`src/rtl/ker_stream_tx.sv`:
```
// Kernel weight stream transmitter: serializes wide host-bus words into STR_KER_WIDTH
// words on a valid/ready stream. Optional macro KER_TX_MSB_FIRST_EN sends the highest lane first.
module ker_stream_tx #(
    parameter int                    CFG_DWIDTH    = 32,
    parameter int                    CFG_AWIDTH    = 5,
    parameter logic [CFG_AWIDTH-1:0] CFG_KER_TX    = 5'd12,
    parameter int                    BUS_WIDTH     = 64,
    parameter int                    STR_KER_WIDTH = 16
) (
    input  logic                     clk,
    input  logic                     rst,
    input  logic [CFG_DWIDTH-1:0]    cfg_data,
    input  logic [CFG_AWIDTH-1:0]    cfg_addr,
    input  logic                     cfg_valid,
    input  logic [BUS_WIDTH-1:0]     bus_data,
    input  logic                     bus_val,
    output logic                     bus_rdy,
    output logic [STR_KER_WIDTH-1:0] str_ker,
    output logic                     str_ker_val,
    input  logic                     str_ker_rdy,
    output logic                     busy,
    output logic                     done
);
    localparam int LANES = BUS_WIDTH / STR_KER_WIDTH;
    localparam int LW    = (LANES > 1) ? $clog2(LANES) : 1;
    localparam int W     = STR_KER_WIDTH;

    typedef enum logic [1:0] {S_IDLE, S_RUN, S_DONE} state_t;

    state_t                 state_q, state_d;
    logic [15:0]            remain_q, remain_d;
    logic [15:0]            fetch_q, fetch_d;
    logic [BUS_WIDTH-1:0]   buf_q, buf_d;
    logic [LW-1:0]          lane_q, lane_d;
    logic [LW-1:0]          last_q, last_d;
    logic                   full_q, full_d;
    logic [W-1:0]           out_q, out_d;
    logic                   val_q, val_d;

    logic [W-1:0]           buf_lane [LANES];
    logic [W-1:0]           bus_lane0;
    logic                   out_free, advance, last_adv, bus_rdy_c, bus_hs, str_hs;
    logic [15:0]            take;
    logic                   unused_cfg;

    assign unused_cfg = ^cfg_data[CFG_DWIDTH-1:16];

    // Lane 0 is always the first word to leave, whichever end of the bus word it sits at.
    generate
        for (genvar gi = 0; gi < LANES; gi++) begin : g_lane
`ifdef KER_TX_MSB_FIRST_EN
            assign buf_lane[gi] = buf_q[BUS_WIDTH-1-gi*W -: W];
`else
            assign buf_lane[gi] = buf_q[gi*W +: W];
`endif
        end
    endgenerate

`ifdef KER_TX_MSB_FIRST_EN
    assign bus_lane0 = bus_data[BUS_WIDTH-1 -: W];
`else
    assign bus_lane0 = bus_data[W-1:0];
`endif

    always_comb begin
        state_d  = state_q;
        remain_d = remain_q;
        fetch_d  = fetch_q;
        buf_d    = buf_q;
        lane_d   = lane_q;
        last_d   = last_q;
        full_d   = full_q;
        out_d    = out_q;
        val_d    = val_q;

        out_free  = !val_q || str_ker_rdy;
        advance   = full_q && out_free;
        last_adv  = advance && (lane_q == last_q);
        bus_rdy_c = (state_q == S_RUN) && (fetch_q != 16'd0) && (!full_q || last_adv);
        bus_hs    = bus_val && bus_rdy_c;
        str_hs    = val_q && str_ker_rdy;
        take      = (fetch_q >= 16'(LANES)) ? 16'(LANES) : fetch_q;

        case (state_q)
            S_IDLE: begin
                if (cfg_valid && (cfg_addr == CFG_KER_TX) && (cfg_data[15:0] != 16'd0)) begin
                    state_d  = S_RUN;
                    remain_d = cfg_data[15:0];
                    fetch_d  = cfg_data[15:0];
                    lane_d   = '0;
                    full_d   = 1'b0;
                end
            end
            S_RUN: begin
                if (str_hs) begin
                    remain_d = remain_q - 16'd1;
                    if (remain_q == 16'd1) state_d = S_DONE;
                end
            end
            default: state_d = S_IDLE;
        endcase

        if (str_hs) val_d = 1'b0;

        if (advance) begin
            out_d  = buf_lane[lane_q];
            val_d  = 1'b1;
            lane_d = lane_q + 1'b1;
            if (lane_q == last_q) full_d = 1'b0;
        end

        // A word arriving while the output is free bypasses straight to lane 0,
        // so the first kernel word appears the cycle after the host handshake.
        if (bus_hs) begin
            buf_d   = bus_data;
            fetch_d = fetch_q - take;
            last_d  = LW'(take - 16'd1);
            if (!full_q && out_free) begin
                out_d  = bus_lane0;
                val_d  = 1'b1;
                lane_d = LW'(1);
                full_d = (take > 16'd1);
            end else begin
                lane_d = '0;
                full_d = 1'b1;
            end
        end
    end

    always_ff @(posedge clk) begin
        if (rst) begin
            state_q  <= S_IDLE;
            remain_q <= '0;
            fetch_q  <= '0;
            buf_q    <= '0;
            lane_q   <= '0;
            last_q   <= '0;
            full_q   <= 1'b0;
            out_q    <= '0;
            val_q    <= 1'b0;
        end else begin
            state_q  <= state_d;
            remain_q <= remain_d;
            fetch_q  <= fetch_d;
            buf_q    <= buf_d;
            lane_q   <= lane_d;
            last_q   <= last_d;
            full_q   <= full_d;
            out_q    <= out_d;
            val_q    <= val_d;
        end
    end

    assign bus_rdy     = bus_rdy_c;
    assign str_ker     = out_q;
    assign str_ker_val = val_q;
    assign busy        = (state_q != S_IDLE);
    assign done        = (state_q == S_DONE);

endmodule

```
`config.mk`:
```
export PLATFORM = sky130hd
export DESIGN_NAME = ker_stream_tx
export DESIGN_NICKNAME = d
export VERILOG_FILES = /design/src/rtl/ker_stream_tx.sv
export SDC_FILE = /design/constraint.sdc
export NUM_CORES = 1
export LEC_CHECK = 0
export BUFFER_PORTS_ARGS = -buffer_cell sky130_fd_sc_hd__buf_2
export CORE_MARGIN = 3
export CORE_UTILIZATION = 35
export DETAILED_ROUTE_END_ITERATION = 8
export PLACE_DENSITY = 0.54
export SLEW_MARGIN = 40
export SYNTH_ARGS = -nofsm -noshare
export SYNTH_HDL_FRONTEND = slang
export SYNTH_SLANG_ARGS = --single-unit
```
`constraint.sdc`:
```
create_clock -name clk -period 2.4 [get_ports clk]
set_input_delay 0.36 -clock clk [delete_from_list [all_inputs] [get_ports clk]]
set_output_delay 0.36 -clock clk [all_outputs]
set_load 0.1 [all_outputs]
```
==> results of run 1 <==
==> state kept, by name, indices dropped and copies added, names as in the netlist <==
register	cells
str_ker_val	1
fetch_q	16
state_q	2
buf_q	64
lane_q	2
remain_q	16
str_ker	16
full_q	1
last_q	2
==> final timing paths <==
| path | start | end | slack (ns) | cells after the start |
|---|---|---|---|---|
| worst max-delay path | str_ker_val | bus_rdy | 0.15 | 4 |
| worst min-delay path | bus_data[51] | buf_q[51] | 0.18 | 3 |
| worst min register to register | buf_q[38] | buf_q[38] | 0.45 | 2 |
| worst max register to register | fetch_q[5] | fetch_q[6] | 0.18 | 9 |
==> Yosys cell counts, drive strengths merged (4+ instances only) <==
library cell  instances  area, um^2
a211oi               20         155
a21oi                97         485
a22oi                 4        30.0
a31oi                10        62.6
buf                  24         140
clkbuf               28         105
dfxtp               120        2400
ha                    5        62.6
inv                   5        18.8
mux2i                16         160
mux4                 16         360
nand2               177         664
nand3                15        75.1
nand4                 6        37.5
nor2                 22        82.6
nor3                 26         130
nor3b                 4        30.0
nor4                 13         103
o211ai                5        37.5
o21a                  4        30.0
o21ai                22         110
or3                   8        50.1
or4                   5        37.5
==> through the flow <==
step	worst slack [ns]	util [%]
after floorplan	0.0492	-
after global placement	0.163	42.4
after detailed placement	0.121	42.4
after CTS	0.0974	46.1
after global routing	-0.0442	46.2
final	0.150	46.2
==> critical path, delay by kind of cell (launching register included) <==
family | cells | cell delay, ns
flops | 1 | 0.35
simple gates | 1 | 0.17
buf+inv | 1 | 0.21
compound gates | 2 | 0.73
==> power groups by stage <==
stage | clock, mW | sequential [mW] | combinational [mW]
finish | 2.54 | 2.01 | 0.266
global route | 2.69 | 2.00 | 0.291
CTS | 2.60 | 2.00 | 0.264
detailed placement | 0 | 2.05 | 0.263
global placement | 0 | 2.05 | 0.261
floorplan | 0 | 2.05 | 0.111
==> area by class of cell <==
| class | instances | area share [%] |
|---|---|---|
| Inverter | 6 | 0.302 |
| Timing Repair Buffer | 153 | 12.7 |
| Clock inverter | 12 | 2.03 |
| Clock buffer | 20 | 5.86 |
| Multi-Input combinational cell | 531 | 43.2 |
| Sequential cell | 120 | 32.3 |
| Tap cell | 216 | 3.63 |
==> routing by layer <==
layer  global-route usage [%]  wire length [um]  vias to the layer above
met5                        0                 0                        -
met4                     7.22               346                        0
met3                     4.53               761                       23
met2                     31.2              8400                      166
met1                     24.8              7850                     2665
li1                         -                 -                     2799
==> what timing repair did <==
item                                    CTS  global route
endpoints found under the hold margin     0             0
hold buffers                              0             0
endpoints found under the setup margin    0             5
gates resized for setup                   0             5
==> cell families after synthesis <==
logic type / after synthesis / share of synthesized area, %
AND/OR/NAND/NOR: 297 / 23.4
buffers and inverters: 58 / 4.58
adder cells (fa/ha/maj): 5 / 1.07
XOR/XNOR: 2 / 0.428
multiplexers: 34 / 9.29
AO/OA/AOI/OAI: 192 / 20.1
flip-flops: 120 / 41.1
other: 1 / 0.0642
==> results by group, run 1 <==
Final layout
  – Register area: 2400 um^2
  – Most common cell after layout, fill and taps aside: nand2_1
  – Final instance area: 7450 um^2
  – Area of the multi-input gates: 3220 um^2
  – ANT cells: 0
  – Non-filler cells, final: 1,058
  – Fillers: 1,679
  – Area Growth Syn to Fin: 27.4%
  – Most frequent cells in the layout: nand2_1, dfxtp_1, buf_2
  – Ratio of cells with drive above 1 in the final layout: 25.9%
  – Nets: 940

Pwr
  – Worst VDD drop: 0.000514 V
  – Pwr dens: 647 nW/um^2
  – Combinational Power Share: 5.5%
  – Sequential power share: 41.6%
  – P_leak: 2.73 nW
  – Power share of the clock group: 52.8%
  – Sw frac: 22.4%
  – Cell internal pwr: 3.74 mW
  – Tot Pwr: 4.82 mW
  – Sw power: 1.08 mW

Setup path
  – Critical Path, Cell by Cell: nor2b_1 > o31a_4 > a211oi_4 > buf_12
  – Worst Setup End Kind: output pin
  – Slowest cell on crit path: o31a_4
  – Worst Path Required: 2.04 ns
  – Worst path max stage delay: 0.43 ns
  – Worst Setup Start Kind: flip-flop
  – Crit path DAT: 1.89 ns
  – WS Path Type: flip-flop to output pin
  – CP max FO: 8

STA
  – Unrepaired setup endpoints after global routing: true
  – Slew headroom: 59.1%
  – Hold Vio Cnt, Final: 0
  – Fin crit share: 93.8%
  – Final min period: 2.25 ns
  – Min Hold Slack: 0.179 ns
  – Worst clock skew: 0.0138 ns
  – Setup-failing EPs final: 0
  – Fmax: 444 MHz
  – Setup TNS: 0 ns
  – Max Transition Viols Final: 0
  – Slew @ Worst Pin: 0.607 ns

Status
  – Status: completed

Global route
  – GRT Total Usage: 19.2%
  – GRT Residual Overflow: 0
  – Number of global-route vias before repair: 5,600
  – Largest net degree at the start of global routing: 117
  – First-pass GRT wire length: 28.1 mm
  – Initial antenna violation count: 0

Synthesis
  – Syn Inst Count: 709
  – Primary FF master, synth: dfxtp_1
  – Avg Cell Area, Syn: 8.24 um^2
  – Post-synth EDFFs: 0
  – Share of async-settable or async-resettable flops after synthesis: 0%
  – Post-Syn Area: 5850 um^2
  – Sequential-to-total area share from yosys stat: 41.1%
  – Yosys reg bits: 120
  – Synthesized netlist net count: 820
  – Yosys warnings: 0
  – Synth unique cells: 67

Clocking
  – CTS Sinks: 120
  – Root Buffer: clkbuf_16
  – Worst-skew pair later-pin latency: 0.42 ns
  – Post-CTS setup buffers: 0
  – CTS clock-pin slew for the worst setup and hold paths: 0.06 ns
  – H-tree depth: 4
  – Clock Path Buffers: 2
  – TritonCTS Buffers: 17
  – CTS tree: yes

Drt
  – 1st-iter DRT viols: 395
  – Vias/cell: 5.34
  – Final ANT Viol Nets: 0
  – WL per Instance: 16.4 um
  – Detailed-route DRC error count: 0
  – DR vias: 5,653
  – Final WL: 17.4 mm
  – Drt pass-1 iters: 5

Floorplan
  – Core region area: 16,100 um^2
  – Die X: 135 um
  – Rows: 46
  – Total Die Area: 18,300 um^2
  – I/O pins: 126
  – Initial Util: 36.3%
  – Die height: 135 um

Placed design
  – DP HPWL: 12.0 mm
  – I/O Buffers: 109
  – Gp weighted congestion: 0.888
  – Placed Instances: 1,026
  – DP Area: 6840 um^2

Hold path
  – Min-delay worst type: input port to flip-flop

Job
  – Maxcap violations: 0
(Power assumes the default switching activity.)
==> run 2, diff against run 1 <==
- SETUP_SLACK_MARGIN: unset -> 0.5
==> run 2 against run 1 <==
  * Flip-flop and latch count unchanged
  * Final cell count rose by 5.3%
  * Utilization grew 10 points
  * Register-to-register slack about the same
  * Power increased by 0.62%
  * Via count up 10%
==> results by group, run 2 (same netlist as run 1, synthesis figures left out) <==
Final layout
  – ANT cells: 0 (unchanged)
  – Core Util, Final: 56.2% (was 46.2%)
  – Area of the multi-input gates: 3770 um^2 (was 3220 um^2)
  – Most frequent cells in the layout: nand2_1, dfxtp_1, buf_2 (unchanged)
  – Nets: 996 (was 940)
  – Largest register FFs: 64 (unchanged)
  – Most common cell after layout, fill and taps aside: nand2_1 (unchanged)
  – Reg with most FFs: buf_q (unchanged)
  – Fillers: 1,412 (was 1,679)
  – Register area: 2430 um^2 (was 2400 um^2)
  – Ratio of cells with drive above 1 in the final layout: 43.9% (was 25.9%)
  – Area Growth Syn to Fin: 55.0% (was 27.4%)

Drt
  – WL per Instance: 19.5 um (was 16.4 um)
  – Drt pass-1 iters: 5 (unchanged)
  – 1st-iter DRT viols: 463 (was 395)
  – Detailed-route DRC error count: 0 (unchanged)
  – Final WL: 21.7 mm (was 17.4 mm)
  – Vias/cell: 5.59 (was 5.34)
  – Final ANT Viol Nets: 0 (unchanged)
  – DR vias: 6,230 (was 5,653)

Setup path
  – Crit path DAT: 2.57 ns (was 1.89 ns)
  – CP max FO: 6 (was 8)
  – Worst Path Required: 2.74 ns (was 2.04 ns)
  – Worst Setup Start Kind: flip-flop (unchanged)
  – Cell mode on critical path: nand4_1
  – Critical Path, Cell by Cell: nor4_4 > nand4_1 > nand2_2 > ha_4 > nor3b_2 > nand4_1 > nor3b_4 > mux2_4 > o22ai_1 (was nor2b_1 > o31a_4 > a211oi_4 > buf_12)
  – CP bufs+invs: 0 (was 1)
  – Worst path max stage delay: 0.37 ns (was 0.43 ns)
  – Worst Setup End Kind: flip-flop (was output pin)
  – Top Family by Delay on Critical Path: simple AND/OR/NAND/NOR gates (was compound AO/OA/AOI/OAI gates)
  – Slowest cell on crit path: dfxtp_4 (was o31a_4)
  – WS Path Type: flip-flop to flip-flop (was flip-flop to output pin)

Hold path
  – Min-delay worst type: input port to flip-flop (unchanged)

Placed design
  – DP HPWL: 11.7 mm (was 12.0 mm)
  – Gp weighted congestion: 0.838 (was 0.888)
  – Pre-CTS setup slack: 0.0594 ns (was 0.121 ns)
  – I/O Buffers: 109 (unchanged)

STA
  – Slew headroom: 55.1% (was 59.1%)
  – Unrepaired setup endpoints after global routing: true (unchanged)
  – Max Transition Viols Final: 0 (unchanged)
  – Setup TNS: 0 ns (unchanged)
  – Slew @ Worst Pin: 0.672 ns (was 0.607 ns)
  – Final min period: 2.23 ns (was 2.25 ns)
  – Fmax: 447 MHz (was 444 MHz)
  – Setup-failing EPs final: 0 (unchanged)
  – Final Worst Setup Slack: 0.165 ns (was 0.150 ns)
  – Worst clock skew: 0.0118 ns (was 0.0138 ns)
  – Fin crit share: 93.1% (was 93.8%)
  – Hold Vio Cnt, Final: 0 (unchanged)

Clocking
  – Worst-skew pair later-pin latency: 0.42 ns (about the same)
  – H-tree depth: 4 (unchanged)
  – CTS clock-pin slew for the worst setup and hold paths: 0.06 ns (about the same)
  – Hold buffer count at cts: 0 (unchanged)
  – TritonCTS Buffers: 17 (unchanged)
  – CTS tree: yes (unchanged)
  – Clock Path Buffers: 2 (unchanged)
  – Root Buffer: clkbuf_16 (unchanged)
  – CTS Sinks: 120 (unchanged)

Floorplan
  – Die X: 135 um (unchanged)
  – Total Die Area: 18,300 um^2 (unchanged)
  – Die height: 135 um (unchanged)
  – Core region area: 16,100 um^2 (unchanged)
  – Initial Util: 36.3% (unchanged)
  – I/O pins: 126 (unchanged)
  – Rows: 46 (unchanged)

Pwr
  – Worst VDD drop: 0.000646 V (was 0.000514 V)
  – Pwr dens: 535 nW/um^2 (was 647 nW/um^2)
  – P_leak: 3.42 nW (was 2.73 nW)
  – Tot Pwr: 4.85 mW (was 4.82 mW)

Global route
  – Number of global-route vias before repair: 6,002 (was 5,600)
  – First-pass GRT wire length: 32.4 mm (was 28.1 mm)
  – Initial antenna violation count: 0 (unchanged)
  – GRT Residual Overflow: 0 (unchanged)
  – Largest net degree at the start of global routing: 117 (unchanged)
  – GRT Total Usage: 22.6% (was 19.2%)

Job
  – Maxcap violations: 0 (unchanged)

Status
  – Status: completed (unchanged)
run 2: metrics by stage:
step	cells	area (um^2)	hold WS, ns
after floorplan	709	5910	0.433
after global placement	1012	6770	0.439
after detailed placement	1012	6770	0.443
after CTS	1100	8570	0.159
after global routing	1114	9060	0.167
final	1114	9060	0.175
run 2: what timing repair did:
| item | CTS | global route |
|---|---|---|
| pin swaps | 65 | 50 |
| setup buffers | 36 | 10 |
| setup endpoints to repair | 100 | 109 |
| resized for setup | 127 | 83 |
| endpoints found under the hold margin | 0 | 0 |
| cloned | 20 | 4 |
run 2: metal layers:
layer / GRT usage [%] / vias up / part of all wire, %
met4: 5.38 / 0 / 1.6
li1: - / 2923 / -
met2: 37.1 / 245 / 49
met1: 30.2 / 3030 / 43
met5: 0 / - / 0
met3: 5.65 / 32 / 6.5
run 2: worst paths after layout:
path | from | cells after the start | slack [ns] | to
hold / removal | bus_data[48] | 3 | 0.18 | buf_q[48]
hold reg to reg | buf_q[56] | 2 | 0.45 | buf_q[56]
setup / recovery | fetch_q[6] | 9 | 0.17 | fetch_q[6]
setup reg to reg | fetch_q[6] | 9 | 0.17 | fetch_q[6]
run 2: power breakdown:
group,internal [mW],switching [mW]
Clock,1.54,0.969
Combinational,0.143,0.190
Sequential,1.99,0.00722
run 2: worst min-delay path, delay by kind of cell:
family                 cells  cell delay [ns]
AOI/OAI and AO/OA          1             0.05
buffers and inverters      1             0.10
and+or+nand+nor            1             0.04
run 2: area by class of cell:
class / instances / area share (%)
clock buffer: 23 / 5.40
tap: 216 / 2.98
sequential: 120 / 26.9
multi-input combinational: 533 / 41.6
inverter: 6 / 0.249
clock inverter: 9 / 1.01
timing repair buffer: 207 / 21.9
